[config.mk]
export PLATFORM = sky130hd
export DESIGN_NAME = sao_lcu_feeder_flat
export DESIGN_NICKNAME = d
export VERILOG_FILES = /design/src/rtl/sao_lcu_feeder_if.sv /design/src/rtl/sao_lcu_feeder.sv /design/src/flat_wrapper.sv
export SDC_FILE = /design/constraint.sdc
export NUM_CORES = 1
export LEC_CHECK = 0
export BUFFER_PORTS_ARGS = -buffer_cell sky130_fd_sc_hd__buf_4
export CAP_MARGIN = 20
export CORE_MARGIN = 1.5
export CORE_UTILIZATION = 43
export CTS_CLUSTER_SIZE = 20
export DETAILED_ROUTE_END_ITERATION = 16
export PLACE_DENSITY = 0.69
export SLEW_MARGIN = 20
export SYNTH_ARGS = -nofsm -noshare
export SYNTH_HDL_FRONTEND = slang
export SYNTH_SLANG_ARGS = --single-unit
[constraint.sdc]
create_clock -name clk -period 6.3 [get_ports clk]
set_input_delay 1.26 -clock clk [delete_from_list [all_inputs] [get_ports clk]]
set_output_delay 1.26 -clock clk [all_outputs]
set_load 0.05 [all_outputs]
[src/rtl/sao_lcu_feeder_if.sv]
// Frame-memory, parameter-table and downstream SAO-stage signals of the LCU feeder.
// master = feeder side, slave = memories plus SAO stage.
interface sao_lcu_feeder_if #(
    parameter int FRAME_LOG2 = 7
);
    logic                      pix_rd;
    logic [2*FRAME_LOG2-1:0]   pix_addr;
    logic [7:0]                pix_q;
    logic                      par_rd;
    logic [5:0]                par_addr;
    logic [23:0]               par_q;
    logic                      in_en;
    logic [7:0]                din;
    logic [1:0]                sao_type;
    logic [4:0]                sao_band_pos;
    logic                      sao_eo_class;
    logic [15:0]               sao_offset;
    logic [2:0]                lcu_x;
    logic [2:0]                lcu_y;
    logic [1:0]                lcu_size;
    logic                      busy;

    modport master (
        output pix_rd, pix_addr, par_rd, par_addr,
        output in_en, din, sao_type, sao_band_pos, sao_eo_class, sao_offset,
        output lcu_x, lcu_y, lcu_size,
        input  pix_q, par_q, busy
    );

    modport slave (
        input  pix_rd, pix_addr, par_rd, par_addr,
        input  in_en, din, sao_type, sao_band_pos, sao_eo_class, sao_offset,
        input  lcu_x, lcu_y, lcu_size,
        output pix_q, par_q, busy
    );
endinterface

[src/rtl/sao_lcu_feeder.sv]
// Streams a square frame LCU by LCU to an SAO stage, fetching each LCU's SAO parameters first.
// Optional STREAM_CSUM_EN: accumulate a 16-bit checksum of every delivered pixel on csum.
module sao_lcu_feeder #(
    parameter int FRAME_LOG2 = 7
) (
    input  logic             clk,
    input  logic             reset,
    input  logic             start,
    input  logic [1:0]       lcu_size_cfg,
    sao_lcu_feeder_if.master bus,
    output logic             done,
    output logic [15:0]      csum
);
    localparam int W = 1 << FRAME_LOG2;

    typedef enum logic [2:0] {IDLE, PARAM, PLOAD, STREAM, DRAIN, WAIT, DONE} state_t;

    state_t                state, state_nxt;
    logic [1:0]            size_sel;
    logic [2:0]            cur_x, cur_y;
    logic [2:0]            lcu_x_q, lcu_y_q;
    logic [1:0]            lcu_size_q;
    logic [23:0]           par_r;
    logic [5:0]            px, py;
    logic                  ret_valid, hold_valid, wait_done;
    logic [7:0]            hold;

    logic [2:0]            nlog, nl_log, nl_m1;
    logic [5:0]            n_m1, par_idx;
    logic [FRAME_LOG2-1:0] x_pos, y_pos;
    logic                  issue, deliver, last_pix, last_lcu;

    // Geometry: LCU edge is 2^nlog, NL = W / N LCUs per row, addresses built from shifts.
    always_comb begin
        nlog   = 3'd4 + {1'b0, size_sel};
        nl_log = 3'(FRAME_LOG2) - nlog;
        nl_m1  = 3'((W >> nlog) - 1);
        case (size_sel)
            2'd0:    n_m1 = 6'd15;
            2'd1:    n_m1 = 6'd31;
            default: n_m1 = 6'd63;
        endcase
        par_idx = 6'(({3'd0, cur_y} << nl_log) | {3'd0, cur_x});
        x_pos   = FRAME_LOG2'(({7'd0, lcu_x_q} << nlog) | {4'd0, px});
        y_pos   = FRAME_LOG2'(({7'd0, lcu_y_q} << nlog) | {4'd0, py});
    end

    assign issue    = (state == STREAM) && !bus.busy;
    assign deliver  = (ret_valid || hold_valid) && !bus.busy;
    assign last_pix = (px == n_m1) && (py == n_m1);
    assign last_lcu = (cur_x == nl_m1) && (cur_y == nl_m1);

    assign bus.pix_rd       = issue;
    assign bus.pix_addr     = {y_pos, x_pos};
    assign bus.par_rd       = (state == PARAM);
    assign bus.par_addr     = par_idx;
    assign bus.in_en        = deliver;
    assign bus.din          = !deliver ? 8'd0 : (hold_valid ? hold : bus.pix_q);
    assign bus.sao_type     = par_r[23:22];
    assign bus.sao_band_pos = par_r[21:17];
    assign bus.sao_eo_class = par_r[16];
    assign bus.sao_offset   = par_r[15:0];
    assign bus.lcu_x        = lcu_x_q;
    assign bus.lcu_y        = lcu_y_q;
    assign bus.lcu_size     = lcu_size_q;
    assign done             = (state == DONE);

    always_ff @(posedge clk or posedge reset) begin
        if (reset) state <= IDLE;
        else       state <= state_nxt;
    end

    always_comb begin
        state_nxt = state;
        case (state)
            IDLE:    if (start) state_nxt = PARAM;
            PARAM:   state_nxt = PLOAD;
            PLOAD:   state_nxt = STREAM;
            STREAM:  if (issue && last_pix) state_nxt = DRAIN;
            DRAIN:   if (deliver) state_nxt = WAIT;
            WAIT:    if (wait_done && !bus.busy) state_nxt = last_lcu ? DONE : PARAM;
            DONE:    state_nxt = IDLE;
            default: state_nxt = IDLE;
        endcase
    end

    // A return that meets a stall parks in hold; no read issues while stalled, so hold and a
    // fresh return never coincide.
    always_ff @(posedge clk or posedge reset) begin
        if (reset) begin
            size_sel   <= 2'd0;
            cur_x      <= 3'd0;
            cur_y      <= 3'd0;
            lcu_x_q    <= 3'd0;
            lcu_y_q    <= 3'd0;
            lcu_size_q <= 2'd0;
            par_r      <= 24'd0;
            px         <= 6'd0;
            py         <= 6'd0;
            ret_valid  <= 1'b0;
            hold_valid <= 1'b0;
            hold       <= 8'd0;
            wait_done  <= 1'b0;
        end else begin
            ret_valid <= issue;
            if (ret_valid && bus.busy) begin
                hold       <= bus.pix_q;
                hold_valid <= 1'b1;
            end else if (hold_valid && !bus.busy) begin
                hold_valid <= 1'b0;
            end
            wait_done <= (state == WAIT);
            case (state)
                IDLE: if (start) begin
                    size_sel <= (lcu_size_cfg == 2'd3) ? 2'd2 : lcu_size_cfg;
                    cur_x    <= 3'd0;
                    cur_y    <= 3'd0;
                end
                PLOAD: begin
                    par_r      <= bus.par_q;
                    lcu_x_q    <= cur_x;
                    lcu_y_q    <= cur_y;
                    lcu_size_q <= size_sel;
                    px         <= 6'd0;
                    py         <= 6'd0;
                end
                STREAM: if (issue) begin
                    if (px == n_m1) begin
                        px <= 6'd0;
                        py <= py + 6'd1;
                    end else begin
                        px <= px + 6'd1;
                    end
                end
                WAIT: if (wait_done && !bus.busy && !last_lcu) begin
                    if (cur_x == nl_m1) begin
                        cur_x <= 3'd0;
                        cur_y <= cur_y + 3'd1;
                    end else begin
                        cur_x <= cur_x + 3'd1;
                    end
                end
                default: ;
            endcase
        end
    end

`ifdef STREAM_CSUM_EN
    always_ff @(posedge clk or posedge reset) begin
        if (reset)                      csum <= 16'd0;
        else if (state == IDLE && start) csum <= 16'd0;
        else if (deliver)               csum <= csum + {8'd0, bus.din};
    end
`else
    assign csum = 16'd0;
`endif

endmodule

[src/flat_wrapper.sv]
// flat-port wrapper written by rule: the top's interface ports become plain ports
module sao_lcu_feeder_flat 
#(
    parameter int FRAME_LOG2 = 7
)
  (clk, reset, start, lcu_size_cfg, done, csum, bus_pix_rd, bus_pix_addr, bus_par_rd, bus_par_addr, bus_in_en, bus_din, bus_sao_type, bus_sao_band_pos, bus_sao_eo_class, bus_sao_offset, bus_lcu_x, bus_lcu_y, bus_lcu_size, bus_pix_q, bus_par_q, bus_busy);
  sao_lcu_feeder_if #(.FRAME_LOG2(FRAME_LOG2)) bus_i ();
  input  logic clk;
  input  logic reset;
  input  logic start;
  input  logic [1:0] lcu_size_cfg;
  output logic done;
  output logic [15:0] csum;
  output wire logic [$bits(bus_i.pix_rd)-1:0] bus_pix_rd;
  output wire logic [$bits(bus_i.pix_addr)-1:0] bus_pix_addr;
  output wire logic [$bits(bus_i.par_rd)-1:0] bus_par_rd;
  output wire logic [$bits(bus_i.par_addr)-1:0] bus_par_addr;
  output wire logic [$bits(bus_i.in_en)-1:0] bus_in_en;
  output wire logic [$bits(bus_i.din)-1:0] bus_din;
  output wire logic [$bits(bus_i.sao_type)-1:0] bus_sao_type;
  output wire logic [$bits(bus_i.sao_band_pos)-1:0] bus_sao_band_pos;
  output wire logic [$bits(bus_i.sao_eo_class)-1:0] bus_sao_eo_class;
  output wire logic [$bits(bus_i.sao_offset)-1:0] bus_sao_offset;
  output wire logic [$bits(bus_i.lcu_x)-1:0] bus_lcu_x;
  output wire logic [$bits(bus_i.lcu_y)-1:0] bus_lcu_y;
  output wire logic [$bits(bus_i.lcu_size)-1:0] bus_lcu_size;
  input wire logic [$bits(bus_i.pix_q)-1:0] bus_pix_q;
  input wire logic [$bits(bus_i.par_q)-1:0] bus_par_q;
  input wire logic [$bits(bus_i.busy)-1:0] bus_busy;
  assign bus_pix_rd = bus_i.pix_rd;
  assign bus_pix_addr = bus_i.pix_addr;
  assign bus_par_rd = bus_i.par_rd;
  assign bus_par_addr = bus_i.par_addr;
  assign bus_in_en = bus_i.in_en;
  assign bus_din = bus_i.din;
  assign bus_sao_type = bus_i.sao_type;
  assign bus_sao_band_pos = bus_i.sao_band_pos;
  assign bus_sao_eo_class = bus_i.sao_eo_class;
  assign bus_sao_offset = bus_i.sao_offset;
  assign bus_lcu_x = bus_i.lcu_x;
  assign bus_lcu_y = bus_i.lcu_y;
  assign bus_lcu_size = bus_i.lcu_size;
  assign bus_i.pix_q = bus_pix_q;
  assign bus_i.par_q = bus_par_q;
  assign bus_i.busy = bus_busy;
  sao_lcu_feeder #(.FRAME_LOG2(FRAME_LOG2)) u_core (.clk(clk), .reset(reset), .start(start), .lcu_size_cfg(lcu_size_cfg), .bus(bus_i), .done(done), .csum(csum));
endmodule
==> results.sh <==
export IMPL_critical_path_endpoint_type="output pin"
export IMPL_cts_resized=0
export IMPL_core_area_um2=8220
export IMPL_final_hold_viol_count=0
export IMPL_synth_top_flop_cell="sky130_fd_sc_hd__dfrtp_1"
export IMPL_n_antenna_cell=0
export IMPL_synthCells=335
export IMPL_min_period_ns=3.36
export IMPL_critical_path_cell_count=4
export IMPL_numClockSinks=66
export IMPL_number_of_buffers_added_on_ports=101
export IMPL_grt_max_degree=67
export IMPL_critPathRequiredTime_ns=5.04
export IMPL_die_height_um=94.9
export IMPL_drv_cap=0
export IMPL_final_design_area_no_fill_um2=4500
export IMPL_min_path_type="reg2reg"
export IMPL_yosysMostFrequentCell="sky130_fd_sc_hd__dfrtp_1"
export IMPL_detailed_route_via_count=2757
export IMPL_viasPerCell=5.17
export IMPL_synth_top_cell_by_area="sky130_fd_sc_hd__dfrtp_1"
export IMPL_finalSetupViolCount=0
export IMPL_cts_post_setup_buffers_inserted=0
export IMPL_cts_root_buf="sky130_fd_sc_hd__clkbuf_8"
export IMPL_fraction_of_final_layout_cells_sized_beyond_drive_strength_1_pct=40.9
export IMPL_nNetsFinal=465
export IMPL_timing_critical_path_max_delay_family="flip-flops"
export IMPL_cts_hold_buffers=0
export IMPL_die_w_um=94.9
export IMPL_grt_setup_unrepaired="false"
export IMPL_place_detailed_hpwl_um=5480
export IMPL_synth_area_leaders="sky130_fd_sc_hd__dfrtp_1 (45%), sky130_fd_sc_hd__mux2_2 (14%), sky130_fd_sc_hd__buf_4 (5.0%)"
export IMPL_drt_drc_violations_left=0
export IMPL_synth_common_cells="sky130_fd_sc_hd__dfrtp_1 (66), sky130_fd_sc_hd__mux2_2 (44), sky130_fd_sc_hd__buf_4 (24)"
export IMPL_postRouteAntennaNets=0
export IMPL_grt_use_total_pct=18.1
export IMPL_cts_htree_levels=3
export IMPL_placement_cell_area_um2=4320
export IMPL_synthesis_area_per_instance_um2=10.8
export IMPL_cp_num_buf_inv=1
export IMPL_route_detailed_wl_per_inst_um=14.3
export IMPL_synth_cell_type_count=60
export IMPL_power_density_cell_area_nw_per_um2=259
export IMPL_clkTransAtPathRegs_ns=0.07
export IMPL_status="finished clean"
export IMPL_clock_insertion_delay_worst_skew_ns=0.34
export IMPL_vdd_ir_drop_max_mv=0.133
export IMPL_static_leakage_power_nw=2.12
export IMPL_layout_filler_cells=732
export IMPL_period_share_pct=53.3
export IMPL_grt_pass1_wl_um=12600
export IMPL_cts_max_path_buffers=2
export IMPL_async_flop_share_pct=100
export IMPL_yosys_register_bits=66
export IMPL_flow_area_growth_from_synthesis_pct=23.8
export IMPL_drt_initial_drc_count=153
export IMPL_timing_clock_skew_ns=0.00904
export IMPL_critical_path_max_stage_delay_ns=0.91
export IMPL_globalRouteOverflowTotal=0
export IMPL_yosys_warnings=0
export IMPL_worst_ep_arrival_time_ns=2.10
export IMPL_fmaxAchievable_mhz=298
export IMPL_hold_path_depth=1
export IMPL_number_of_global_route_vias_before_repair=2811
export IMPL_final_setup_tns_ns=0
export IMPL_antenna_found_initial=0
export IMPL_effective_utilization_at_floorplan_pct=44.2
export IMPL_cts_tree="done"
export IMPL_reg2reg_setup_slack_ns=3.87
export IMPL_area_share_of_the_largest_cell_type_after_synthesis_pct=45.4
export IMPL_place_congestion=0.799
export IMPL_boundaryPins=118
export IMPL_drt_first_pass_iters=4
export IMPL_timing_critical_path_slowest_stage_cell="sky130_fd_sc_hd__dfrtp_1"
export IMPL_seq_area_frac_synth_pct=45.4
export IMPL_rows=33
export IMPL_cts_buffers_inserted=9
export IMPL_worstMarginPinSlew_ns=0.972
export IMPL_start_kind="register"
export IMPL_cp_max_fo=28
export IMPL_syn_area_um2=3630
export IMPL_worst_r2r_cell_count=5
export IMPL_design_die_area_um2=9010
export IMPL_path_cells="mux2_2 > nand2_1 > o211ai_1 > buf_4"
export IMPL_routed_wl_um=7630
export IMPL_critPathKind="reg2out"
export IMPL_slew_margin_rel_pct=35.1
export IMPL_post_synth_edffs=0
export IMPL_timing_final_max_slew_violations=0
==> worst register-to-register path: cells and delay by family (launching register included) <==
| kind | cells | cell delay [ns] |
|---|---|---|
| DFF | 1 | 0.91 |
| muxes | 2 | 0.57 |
| AOI/OAI and AO/OA | 2 | 0.52 |
| and+or+nand+nor | 1 | 0.31 |
==> final timing paths <==
path / startpoint / endpoint
min: u_core.hold[0] / u_core.hold[0]
min in group asynchronous: reset / u_core.par_r[2]
max: u_core.size_sel[1] / bus_par_addr[2]
max in group asynchronous: reset / u_core.cur_x[2]
max reg2reg: u_core.size_sel[1] / u_core.cur_x[0]
min reg2reg: u_core.hold[0] / u_core.hold[0]
==> report_power, final <==
part / internal, mW / switching [mW]
Clock: 0.182 / 0.159
Combinational: 0.108 / 0.211
Sequential: 0.461 / 0.0437
Total: 0.752 / 0.414
==> through the flow <==
stage	util [%]	power, mW	hold slack (ns)	setup slack (ns)	std cells
final	54.8	1.17	0.508	2.94	533
after global routing	54.8	1.22	0.522	2.81	533
after CTS	54.8	1.18	0.512	2.92	533
after detailed placement	52.5	0.835	0.495	2.98	517
after global placement	52.5	0.830	0.487	3.00	517
after floorplan	-	0.764	0.477	2.66	350
==> layout by cell type (no fill, tap or decap), types with 6 or more instances in the layout <==
master,netlist,layout
sky130_fd_sc_hd__nand2b_1,6,6
sky130_fd_sc_hd__nand3_1,8,8
sky130_fd_sc_hd__mux2i_1,14,14
sky130_fd_sc_hd__clkbuf_8,0,9
sky130_fd_sc_hd__nand2_1,23,23
sky130_fd_sc_hd__o21ai_0,13,13
sky130_fd_sc_hd__dfrtp_1,66,66
sky130_fd_sc_hd__buf_4,24,103
sky130_fd_sc_hd__nor2_1,22,22
sky130_fd_sc_hd__conb_1,1,16
sky130_fd_sc_hd__inv_1,10,9
sky130_fd_sc_hd__mux2_2,44,44
==> kinds of logic (layout without fill, tap and decap cells) <==
logic type / Yosys count / in the layout / share of synthesized area (%)
AND/OR/NAND/NOR: 91 / 91 / 14.0
other: 1 / 16 / 0.103
multiplexers: 58 / 58 / 17.5
AO/OA/AOI/OAI: 57 / 57 / 11.0
flip-flops: 66 / 66 / 45.4
XOR/XNOR: 7 / 7 / 1.69
adder cells (fa/ha/maj): 4 / 4 / 1.38
buffers and inverters: 51 / 129 / 8.88
==> sequential cells by signal, indices dropped and copies added, names as in the netlist <==
| signal | flops |
|---|---|
| u_core.wait_done | 1 |
| u_core.px | 6 |
| u_core.cur_y | 3 |
| u_core.par_r | 24 |
| u_core.bus.lcu_y | 3 |
| u_core.bus.lcu_x | 3 |
| u_core.cur_x | 3 |
| u_core.ret_valid | 1 |
| u_core.hold_valid | 1 |
| u_core.state | 3 |
| u_core.hold | 8 |
| u_core.bus.lcu_size | 2 |
| u_core.size_sel | 2 |
| u_core.py | 6 |
==> per-layer routing <==
| metal | vias to the layer above | GRT usage [%] | wire length [µm] |
|---|---|---|---|
| li1 | 1321 | - | - |
| met1 | 1339 | 21.5 | 3210 |
| met2 | 88 | 29.3 | 3690 |
| met3 | 9 | 7.17 | 630 |
| met4 | 0 | 6.84 | 97 |
| met5 | - | 0 | 0 |
==> cell type report <==
| type | count | area [µm²] | share of cell area (%) |
|---|---|---|---|
| Clock inverter | 5 | 53.8 | 1.20 |
| Sequential cell | 66 | 1650 | 36.7 |
| Clock buffer | 11 | 131 | 2.92 |
| Inverter | 10 | 37.5 | 0.834 |
| Tap cell | 105 | 131 | 2.92 |
| Timing Repair Buffer | 103 | 773 | 17.2 |
| Multi-Input combinational cell | 233 | 1720 | 38.3 |
No activity file was read; power rests on OpenSTA's default activity.
